===== config.mk =====
export PLATFORM = sky130hd
export DESIGN_NAME = div_arbiter
export DESIGN_NICKNAME = d
export VERILOG_FILES = /design/src/rtl/div_arbiter.sv
export SDC_FILE = /design/constraint.sdc
export NUM_CORES = 1
export LEC_CHECK = 0
export CORE_MARGIN = 3
export CORE_UTILIZATION = 40
export DETAILED_ROUTE_END_ITERATION = 8
export GPL_TIMING_DRIVEN = 0
export PLACE_DENSITY = 0.74
export SLEW_MARGIN = 20
export SYNTH_ARGS = -nofsm -noshare
export SYNTH_HDL_FRONTEND = slang
export SYNTH_SLANG_ARGS = --single-unit

===== constraint.sdc =====
create_clock -name clk -period 7.8 [get_ports clk]
set_clock_uncertainty 0.05 [all_clocks]
set_input_delay 1.56 -clock clk [delete_from_list [all_inputs] [get_ports clk]]
set_output_delay 1.56 -clock clk [all_outputs]
set_load 0.01 [all_outputs]

===== src/rtl/div_arbiter.sv =====
// Round-robin front end that shares one multi-cycle divider among NREQ requesters.
// Divide-by-zero is answered locally without starting the divider.
module div_arbiter #(
    parameter int SIZE      = 4,
    parameter int NREQ      = 4,
    parameter int START_CYC = 2,
    parameter int DIV_LAT   = 2*SIZE+7
) (
    input  logic                 clk,
    input  logic                 rst_n,
    input  logic [NREQ-1:0]      req_valid,
    input  logic [NREQ*SIZE-1:0] req_a,
    input  logic [NREQ*SIZE-1:0] req_b,
    output logic [NREQ-1:0]      req_ready,
    output logic [NREQ-1:0]      rsp_valid,
    output logic [SIZE-1:0]      rsp_quotient,
    output logic [SIZE-1:0]      rsp_remainder,
    output logic                 rsp_dbz,
    output logic                 div_start,
    output logic [SIZE-1:0]      div_a,
    output logic [SIZE-1:0]      div_b,
    input  logic [SIZE-1:0]      div_quotient,
    input  logic [SIZE-1:0]      div_remainder
);

    localparam int CW = $clog2(DIV_LAT+1);
    localparam int IW = $clog2(NREQ);

    typedef enum logic [1:0] {IDLE, START, WAIT, RESP} state_t;

    state_t          state, state_d;
    logic [IW-1:0]   rr_ptr, owner, grant_idx, next_ptr;
    logic [CW-1:0]   cnt;
    logic            grant_found, accept;
    logic [SIZE-1:0] sel_a, sel_b;

    // Search upward from rr_ptr with wrap-around; the first valid bit wins.
    // NOTE: every variable assigned in always_comb gets a default first so no latch is inferred.
    always_comb begin
        int j;
        grant_found = 1'b0;
        grant_idx   = '0;
        j           = 0;
        for (int k = 0; k < NREQ; k++) begin
            j = int'(rr_ptr) + k;
            if (j >= NREQ) j = j - NREQ;
            if (!grant_found && req_valid[j]) begin
                grant_found = 1'b1;
                grant_idx   = IW'(j);
            end
        end
    end

    assign req_ready = (state == IDLE && rst_n && grant_found) ? (NREQ'(1) << grant_idx) : '0;
    assign accept    = |(req_valid & req_ready);
    assign sel_a     = req_a[int'(grant_idx)*SIZE +: SIZE];
    assign sel_b     = req_b[int'(grant_idx)*SIZE +: SIZE];
    assign next_ptr  = (grant_idx == IW'(NREQ-1)) ? '0 : grant_idx + IW'(1);

    always_comb begin
        state_d = state;
        case (state)
            IDLE:    if (accept) state_d = (sel_b == '0) ? RESP : START;
            START:   if (cnt == CW'(START_CYC-1)) state_d = WAIT;
            WAIT:    if (cnt == CW'(DIV_LAT-1)) state_d = RESP;
            RESP:    state_d = IDLE;
            default: state_d = IDLE;
        endcase
    end

    // NOTE: sequential state uses non-blocking assignments so all registers update together.
    always_ff @(posedge clk or negedge rst_n) begin
        if (!rst_n) state <= IDLE;
        else        state <= state_d;
    end

    always_ff @(posedge clk or negedge rst_n) begin
        if (!rst_n) begin
            rr_ptr        <= '0;
            owner         <= '0;
            cnt           <= '0;
            div_a         <= '0;
            div_b         <= '0;
            rsp_quotient  <= '0;
            rsp_remainder <= '0;
            rsp_dbz       <= 1'b0;
        end else begin
            case (state)
                IDLE: if (accept) begin
                    owner  <= grant_idx;
                    rr_ptr <= next_ptr;
                    div_a  <= sel_a;
                    div_b  <= sel_b;
                    cnt    <= '0;
                    if (sel_b == '0) begin
                        rsp_quotient  <= '1;
                        rsp_remainder <= sel_a;
                        rsp_dbz       <= 1'b1;
                    end
                end
                START, WAIT: begin
                    cnt <= cnt + CW'(1);
                    // Divider outputs are valid in the last WAIT cycle.
                    if (state == WAIT && cnt == CW'(DIV_LAT-1)) begin
                        rsp_quotient  <= div_quotient;
                        rsp_remainder <= div_remainder;
                        rsp_dbz       <= 1'b0;
                    end
                end
                default: ;
            endcase
        end
    end

    assign div_start = (state == START);
    assign rsp_valid = (state == RESP) ? (NREQ'(1) << owner) : '0;

endmodule


==> run_results.csv, run 1 <==
group,metric,value,unit
status,outcome,"finished, final reports clean",
cells_and_area,nNetsFinal,333,
sta,fin_crit_sh,76.5,%
sta,slew_headroom,28.0,%
floorplan,dieWidth,74.8,um
cts,cts_made_buffers,3,
worst_setup_path,cp.arrival,4.36,ns
sta,max_freq,168,MHz
synthesis,postSynthAreaPerCell,9.32,um2
cts,clkTransAtPathRegs,0.09,ns
cells_and_area,syn_to_final_growth,43.2,%
sta,tightest_slew,1.06,ns
cts,cts_htree_levels,1,
global_route,grt_max_degree,30,
placement,hpwl,3820,um
floorplan,start_util,42.3,%
global_route,grt_overflow,0,
worst_setup_path,cp.required,6.19,ns
worst_setup_path,critical_path.slowest_cell,"o311ai_1",
detailed_routing,drt-vias-per-instance,5.32,
worst_setup_path,path_max_fanout,10,
floorplan,rows,24,
worst_setup_path,cp_top_family,"buffers and inverters",
cells_and_area,nFillCells,393,
cts,cts_resized,0,
synthesis,synth.cell_area,1890,um2
cts,tritoncts,"done",
global_route,grt_pass1_vias,1721,
detailed_routing,ant_nets,0,
floorplan,core,4470,um2
synthesis,yosys_warnings,0,
flow_run,maxCapViolCount,0,
synthesis,synth_most_common_cell,"nand2_1",
synthesis,synth_edf_count,0,
pwr,leakagePower,1.19,nW
synthesis,syn_inst,203,
sta,period_minus_slack,5.97,ns
sta,slew_viol_final,0,
global_route,grt_pass1_wl,7880,um
placement,gp_congestion,0.907,
detailed_routing,wire_per_inst,15.0,um
cts,clockRootBuffer,"clkbuf_8",
floorplan,dieArea,5590,um2
sta,finalHoldViolCount,0,
worst_setup_path,path_class,"in2out",
detailed_routing,num_vias,1754,
sta,finalSetupTns,0,ns
pwr,powerDensity,354,nW/um2
cells_and_area,final_area,2710,um2
worst_setup_path,worstSetupStartpointType,"input pin",
cells_and_area,final_layout_size_suffix_gt1_share,11.5,%
detailed_routing,drc,0,
placement,dpl_cell_area,2660,um2
floorplan,die_h,74.8,um
sta,setup_viol,0,
detailed_routing,drt-pass1-iter-count,4,
synthesis,synth_ff_type,"dfrtp_1",
synthesis,synth-seq-cells,27,
cells_and_area,diodes,0,
cts,post_cts_buffers,0,
synthesis,synthArstFlopShare,100,%
floorplan,num_io_pins,72,
placement,portBuffers,71,
synthesis,yosysTopAreaCell,"dfrtp_1",
synthesis,synthTopCellsByArea,"dfrtp_1 36%, nand2_1 9.3%, mux2i_1 7.4%",
synthesis,synth_top_area_share,35.7,%
worst_setup_path,crit_buf_inv,3,
hold_path,hold_class,"reg2reg",
global_route,use_met3,3.60,%
pwr,vdd_drop_max,0.206,mV
detailed_routing,totalWireLength,4950,um
worst_setup_path,crit_path_cell_trace,"clkdlybuf4s50_1, or2_2, o311ai_1, clkbuf_1, nor3_1, clkdlybuf4s50_1",
worst_setup_path,crit_path_max_incr_delay,0.87,ns
cts,cts.sinks,27,
cts,hold_buffers,0,
synthesis,synth_fp_nets,257,
synthesis,synth_cell_type_count,42,
cts,clock_path_buffers,2,
sta,rsz0062_at_grt,"no",
worst_setup_path,cp-end-kind,"output port",
global_route,grt-busiest-layer,"met2",
detailed_routing,first_iter_violations,94,
synthesis,yosysSeqAreaShare,35.7,%
global_route,antenna_found_initial,0,
cts,clk-insertion-delay-late,0.27,ns
worst_setup_path,path_common_cell,"clkdlybuf4s50_1",
global_route,track_usage,18.0,%
synthesis,synth_common_cells,"47 x nand2_1, 27 x dfrtp_1, 14 x mux2i_1",
global_route,grtUsageMet1,22.9,%
global_route,use_met2,31.3,%
## through the flow
step           utilization (%)  hold WS [ns]  total power, W  setup slack, ns  std cells
2_1_floorplan                -         0.437        0.000671             3.08        203
3_3_place_gp              59.6         0.407        0.000873             1.35        326
3_5_place_dp              59.5         0.414        0.000885             1.82        326
4_1_cts                   60.5         0.438        0.000969             1.80        330
5_1_grt                   60.5         0.467         0.00104             1.67        330
6_report                  60.5         0.433        0.000959             1.83        330
## routing by layer
metal / wire length [um] / vias to the layer above / part of all wire (%)
met5: 0 / - / 0
met4: 48 / 0 / 0.97
met3: 303 / 7 / 6.1
met2: 2410 / 56 / 49
met1: 2190 / 816 / 44
li1: - / 875 / -
## layout by cell type (no fill, tap or decap), types with 5 or more instances in the layout
cell type / count
dfrtp_1: 27
clkdlybuf4s50_1: 70
ha_1: 8
o21ai_0: 6
mux2_2: 5
mux2i_1: 14
mux2_4: 8
nand3_1: 10
nand2_1: 47
inv_1: 6
nor2_1: 10
nor3b_1: 5
## layout make-up
cell class	count	area, um2	area share, %
Multi-Input combinational cell	163	1160	42.7
Timing Repair Buffer	71	706	26.1
Sequential cell	27	676	24.9
Tap cell	52	65.1	2.40
Clock buffer	3	41.3	1.52
Buffer	7	37.5	1.39
Inverter	6	22.5	0.831
Clock inverter	1	5.00	0.185
## where the power goes
part / internal [W] / switching, W
combinational: 0.000318 / 0.000306
sequential: 0.000206 / 0.0000492
clock: 0.0000358 / 0.0000439
total: 0.000560 / 0.000399
## kinds of logic (layout without fill, tap and decap cells)
kind of cell,count (synthesis),in the layout,share of synthesized area (%)
AOI/OAI and AO/OA,31,31,13.4
muxes,27,27,16.7
xor gates and xnor gates,1,1,0.463
DFF,27,27,35.7
buffers and inverters,13,88,3.17
adders and majority gates,8,8,5.29
and+or+nand+nor,96,96,25.3
## flip-flops by register name (all words and copies together) (netlist names)
register       cells
owner              2
div_a              4
rr_ptr             2
rsp_dbz            1
div_b              4
state              2
rsp_remainder      4
rsp_quotient       4
cnt                4
## tightest hold or removal path, stage by stage, from the launching register on
cell and delay, ns:
dfrtp_1 0.35, nand2_1 0.05, nand2_1 0.06
## worst paths after layout
check	from	to	slack (ns)	cells after the start
max	req_valid[3]	req_ready[2]	1.83	6
min	div_b[2]$_DFFE_PN0P_	div_b[2]$_DFFE_PN0P_	0.43	2
max reg2reg	rr_ptr[1]$_DFFE_PN0P_	rsp_remainder[3]$_DFFE_PN0P_	4.93	8
min reg2reg	div_b[2]$_DFFE_PN0P_	div_b[2]$_DFFE_PN0P_	0.43	2
max in group asynchronous	rst_n	rr_ptr[1]$_DFFE_PN0P_	6.04	1
min in group asynchronous	rst_n	rsp_quotient[2]$_DFFE_PN0P_	1.25	1
(Power assumes the default switching activity.)
==> run 2, diff against run 1 <==
- PLACE_DENSITY: 0.74 -> 0.77
- clock period: 7.8 -> 4.9 ns (I/O delays scaled with it)
==> run_results.csv, run 2 (synthesis results as in run 1) <==
group,metric,value,unit
status,outcome,"finished, final reports clean",
pwr,switching_share,41.7,%
detailed_routing,num_vias,1770,
sta,hold_slack,0.431,ns
cells_and_area,final_layout_size_suffix_gt1_share,11.9,%
pwr,p_int,0.000895,W
worst_setup_path,r2r_start,"rr_ptr[1]$_DFFE_PN0P_",
cells_and_area,syn_to_final_growth,43.7,%
placement,gp_congestion,0.882,
cells_and_area,seq_area,676,um2
cells_and_area,final_cell_mix,"70 x clkdlybuf4s50_1, 47 x nand2_1, 27 x dfrtp_1",
cells_and_area,final_cells,330,
worst_setup_path,path_class,"in2out",
worst_setup_path,cp.arrival,3.73,ns
worst_setup_path,r2r_slack,2.04,ns
cells_and_area,mostFrequentLayoutCell,"clkdlybuf4s50_1",
sta,fin_crit_sh,97.1,%
floorplan,die_h,74.8,um
cells_and_area,multiInputGateArea,1160,um2
detailed_routing,first_iter_violations,72,
sta,slew_headroom,56.2,%
sta,period_minus_slack,4.76,ns
pwr,leakagePower,1.19,nW
floorplan,dieArea,5590,um2
cells_and_area,nNetsFinal,333,
placement,hpwl,3620,um
cts,cts.sinks,27,
pwr,total_power,0.00154,W
detailed_routing,wire_per_inst,15.0,um
detailed_routing,totalWireLength,4950,um
pwr,p_seq_share,26.6,%
global_route,grt_pass1_wl,7930,um
worst_setup_path,crit_path_start,"req_valid[2]",
cts,clockRootBuffer,"clkbuf_8",
cells_and_area,diodes,0,
worst_setup_path,worstSetupStartpointType,"input pin",
cts,cts_resized,0,
placement,portBuffers,71,
worst_setup_path,path_max_fanout,10,
sta,rsz0062_at_grt,"no",
cts,tritoncts,"done",
worst_setup_path,reg2reg_depth,8,
sta,setup_viol,0,
hold_path,hold_class,"reg2reg",
global_route,grt-busiest-layer,"met2",
cts,post_cts_buffers,0,
worst_setup_path,cp-end-kind,"output port",
sta,tightest_slew,0.657,ns
pwr,power.switching,0.000641,W
global_route,use_met2,29.5,%
detailed_routing,drt-vias-per-instance,5.36,
detailed_routing,drc,0,
flow_run,maxCapViolCount,0,
detailed_routing,ant_nets,0,
pwr,powerDensity,565,nW/um2
floorplan,rows,24,
floorplan,dieWidth,74.8,um
placement,dp.cells,326,
detailed_routing,drt-pass1-iter-count,4,
pwr,vdd_drop_max,0.322,mV
floorplan,start_util,42.3,%
sta,finalSetupTns,0,ns
cells_and_area,fin_util,60.8,%
worst_setup_path,crit_path_max_incr_delay,0.59,ns
worst_setup_path,critPathCapture,"req_ready[1]",
global_route,track_usage,18.1,%
global_route,grt_pass1_vias,1739,
global_route,antenna_found_initial,0,
cells_and_area,nFillCells,385,
sta,finalHoldViolCount,0,
cts,clk-insertion-delay-late,0.28,ns
sta,slew_viol_final,0,
global_route,grt_max_degree,30,
cts,clkTransAtPathRegs,0.10,ns
global_route,grtUsageMet1,24.4,%
worst_setup_path,cp.required,3.87,ns
global_route,use_met3,3.34,%
floorplan,num_io_pins,72,
cts,cts_made_buffers,3,
pwr,clock_power_share,8.5,%
cts,hold_buffers,0,
worst_setup_path,crit_path_cell_trace,"clkdlybuf4s50_1, nor2b_1, or4b_4, buf_6, nand2_1, clkbuf_4, nand2_1, nor2_1, clkdlybuf4s50_1",
sta,max_freq,210,MHz
cts,clock_path_buffers,2,
worst_setup_path,critical_path.slowest_cell,"or4b_4",
pwr,power_frac_comb,64.9,%
floorplan,core,4470,um2
worst_setup_path,timing.rr.end,"rsp_remainder[1]$_DFFE_PN0P_",
global_route,grt_overflow,0,
cts,cts_htree_levels,1,
## run 2: changes by cell type in the layout (fill, tap and decap cells not counted)
cell / delta
buf_2: -1
clkbuf_4: +1
o311ai_1: -1
o311ai_2: +1
## run 2: worst min-delay path by stage
stage / startpoint / to / slack (ns) / cells past startpoint
final: div_a[0]$_DFFE_PN0P_ / div_a[0]$_DFFE_PN0P_ / 0.43 / 2
after global routing: div_b[2]$_DFFE_PN0P_ / div_b[2]$_DFFE_PN0P_ / 0.47 / 2
after CTS: div_b[2]$_DFFE_PN0P_ / div_b[2]$_DFFE_PN0P_ / 0.44 / 2
after detailed placement: div_b[2]$_DFFE_PN0P_ / div_b[2]$_DFFE_PN0P_ / 0.41 / 2
after global placement: div_b[2]$_DFFE_PN0P_ / div_b[2]$_DFFE_PN0P_ / 0.41 / 2
after floorplan: rr_ptr[0]$_DFFE_PN0P_ / rr_ptr[0]$_DFFE_PN0P_ / 0.44 / 1
## run 2: final cells by class
cell class / count / area share (%)
clock inverter: 1 / 0.184
multi-input combinational: 163 / 42.8
sequential: 27 / 24.9
buffer: 7 / 1.47
timing repair buffer: 71 / 26.0
clock buffer: 3 / 1.52
inverter: 6 / 0.828
tap: 52 / 2.39
## run 2: worst max-delay path: cells and delay by family
family | cells | cell delay [ns]
buffers and inverters | 4 | 1.46
and+or+nand+nor | 5 | 1.27
## run 2: power groups by stage
stage                     combinational [W]  clock (W)  sequential [W]
after global routing                0.00110   0.000138        0.000429
final                              0.000997   0.000130        0.000409
after CTS                           0.00100   0.000131        0.000409
after floorplan                    0.000642          0        0.000426
after detailed placement           0.000998          0        0.000409
after global placement             0.000979          0        0.000410
## run 2: through the flow
stage                     setup WS [ns]  area (um2)
after floorplan                    1.34        1890
after global placement           -0.430        2670
after detailed placement         0.0800        2660
after CTS                        0.0724        2710
after global routing             0.0425        2720
final                             0.141        2720
## run 2: layer usage
metal / share of wire, % / routed length [um] / vias to the layer above
met5: 0 / 0 / -
met4: 1.9 / 94 / 0
met3: 7.0 / 347 / 10
met2: 45 / 2250 / 66
met1: 46 / 2260 / 824
li1: - / - / 870
==> run 3, diff against run 2 <==
- CAP_MARGIN: not set -> 25
- SLEW_MARGIN: 20 -> not set
==> run_results.csv, run 3 (synthesis results as in run 1) <==
group,metric,value,unit
pwr,leakagePower,1.21,nW
status,outcome,"finished, final reports clean",
detailed_routing,ant_nets,0,
floorplan,start_util,42.3,%
sta,tightest_slew,0.678,ns
sta,hold_slack,0.432,ns
pwr,vdd_drop_max,0.326,mV
cells_and_area,mostFrequentLayoutCell,"clkdlybuf4s50_1",
global_route,grt_pass1_vias,1761,
global_route,antenna_found_initial,0,
cts,hold_buffers,0,
cts,post_cts_buffers,0,
worst_setup_path,cp_top_family,"buffers and inverters",
detailed_routing,drt-vias-per-instance,5.40,
cts,clock_path_buffers,2,
placement,dpl_cell_area,2700,um2
pwr,total_power,0.00154,W
worst_setup_path,cp.arrival,3.72,ns
placement,portBuffers,71,
worst_setup_path,timing.rr.end,"rsp_remainder[1]$_DFFE_PN0P_",
global_route,grt_pass1_wl,8080,um
sta,finalHoldViolCount,0,
cts,cts_resized,0,
worst_setup_path,cp.required,3.87,ns
worst_setup_path,cp-end-kind,"output port",
global_route,grt_max_degree,18,
flow_run,maxCapViolCount,0,
sta,max_freq,210,MHz
worst_setup_path,path_class,"in2out",
cts,cts_made_buffers,3,
sta,slew_headroom,54.6,%
cells_and_area,nNetsFinal,334,
worst_setup_path,crit_buf_inv,4,
cells_and_area,final_cell_mix,"71 x clkdlybuf4s50_1, 47 x nand2_1, 27 x dfrtp_1",
floorplan,rows,24,
floorplan,die_h,74.8,um
cts,clkTransAtPathRegs,0.09,ns
detailed_routing,first_iter_violations,122,
placement,gp_congestion,0.882,
worst_setup_path,critical_path.slowest_cell,"or4b_4",
sta,setup_viol,0,
worst_setup_path,r2r_start,"rr_ptr[1]$_DFFE_PN0P_",
global_route,grt_overflow,0,
detailed_routing,num_vias,1787,
sta,fin_crit_sh,97.0,%
detailed_routing,drt-pass1-iter-count,4,
sta,rsz0062_at_grt,"no",
cts,cts.sinks,27,
detailed_routing,wire_per_inst,15.1,um
detailed_routing,drc,0,
floorplan,core,4470,um2
cells_and_area,diodes,0,
worst_setup_path,worstSetupStartpointType,"input pin",
cells_and_area,syn_to_final_growth,45.4,%
worst_setup_path,path_max_fanout,10,
placement,place_ws,0.0727,ns
placement,hpwl,3690,um
hold_path,hold_path_depth,2,
cells_and_area,final_area,2750,um2
hold_path,min_to,"div_a[0]$_DFFE_PN0P_",
cts,cts_htree_levels,1,
worst_setup_path,reg2reg_depth,8,
sta,fin_ws,0.145,ns
hold_path,hold_class,"reg2reg",
detailed_routing,totalWireLength,5010,um
cts,clockRootBuffer,"clkbuf_8",
cts,clk-insertion-delay-late,0.27,ns
cells_and_area,final_layout_size_suffix_gt1_share,11.8,%
cts,tritoncts,"done",
worst_setup_path,r2r_slack,2.04,ns
floorplan,dieWidth,74.8,um
sta,period_minus_slack,4.75,ns
floorplan,num_io_pins,72,
hold_path,min_from,"div_a[0]$_DFFE_PN0P_",
cells_and_area,fin_util,61.5,%
worst_setup_path,crit_path_max_incr_delay,0.59,ns
pwr,powerDensity,559,nW/um2
worst_setup_path,crit_path_cell_trace,"clkdlybuf4s50_1, nor2b_1, or4b_4, buf_6, nand2_1, clkbuf_4, nand2_1, nor2_1, clkdlybuf4s50_1",
global_route,track_usage,18.4,%
floorplan,dieArea,5590,um2
sta,slew_viol_final,0,
==> run 3: cell types whose count changed in the layout (fill, tap and decap cells not counted), sizes merged <==
cell / change
clkdlybuf4s50: +1
==> run 3: where the power goes <==
part           switching [W]  internal [W]  leakage [nW]
logic               0.000490      0.000512         0.854
clock network      0.0000692     0.0000570        0.0255
registers          0.0000821      0.000329         0.325
==> run 3: how the worst max path moves through the flow <==
stage                     cells after the start           end  slack [ns]         start
after detailed placement                      6  req_ready[2]        0.07  req_valid[3]
after CTS                                     6  req_ready[2]        0.06  req_valid[3]
after floorplan                               7  req_ready[1]        1.34  req_valid[2]
after global placement                        5  req_ready[2]       -0.43         rst_n
after global routing                          9  req_ready[1]        0.04  req_valid[2]
final                                         9  req_ready[1]        0.15  req_valid[2]
==> run 3: metrics by stage <==
step           TNS, ns  instances
2_1_floorplan        0        203
3_3_place_gp    -0.883        326
3_5_place_dp         0        327
4_1_cts              0        331
5_1_grt              0        331
6_report             0        331
==> run 3: layout make-up <==
cell class	count	area, um2
clock inverters	1	5.00
multi-input cells	163	1160
repair buffers	72	738
fillers	369	1720
plain buffers	7	40.0
well taps	52	65.1
clock buffers	3	41.3
inverters	6	22.5
flip-flops and latches	27	676
==> run 3: per-layer routing <==
layer,global-route usage [%],vias to the layer above,part of all wire [%]
li1,-,875,-
met1,24.5,834,46
met2,30.4,69,45
met3,3.47,9,6.8
met4,5.73,0,1.4
met5,0,-,0
==> run 3: worst min-delay path, cell delays in order (launching register included) <==
cell	delay [ns]
dfrtp_1	0.35
nand2_1	0.05
nand2_1	0.06
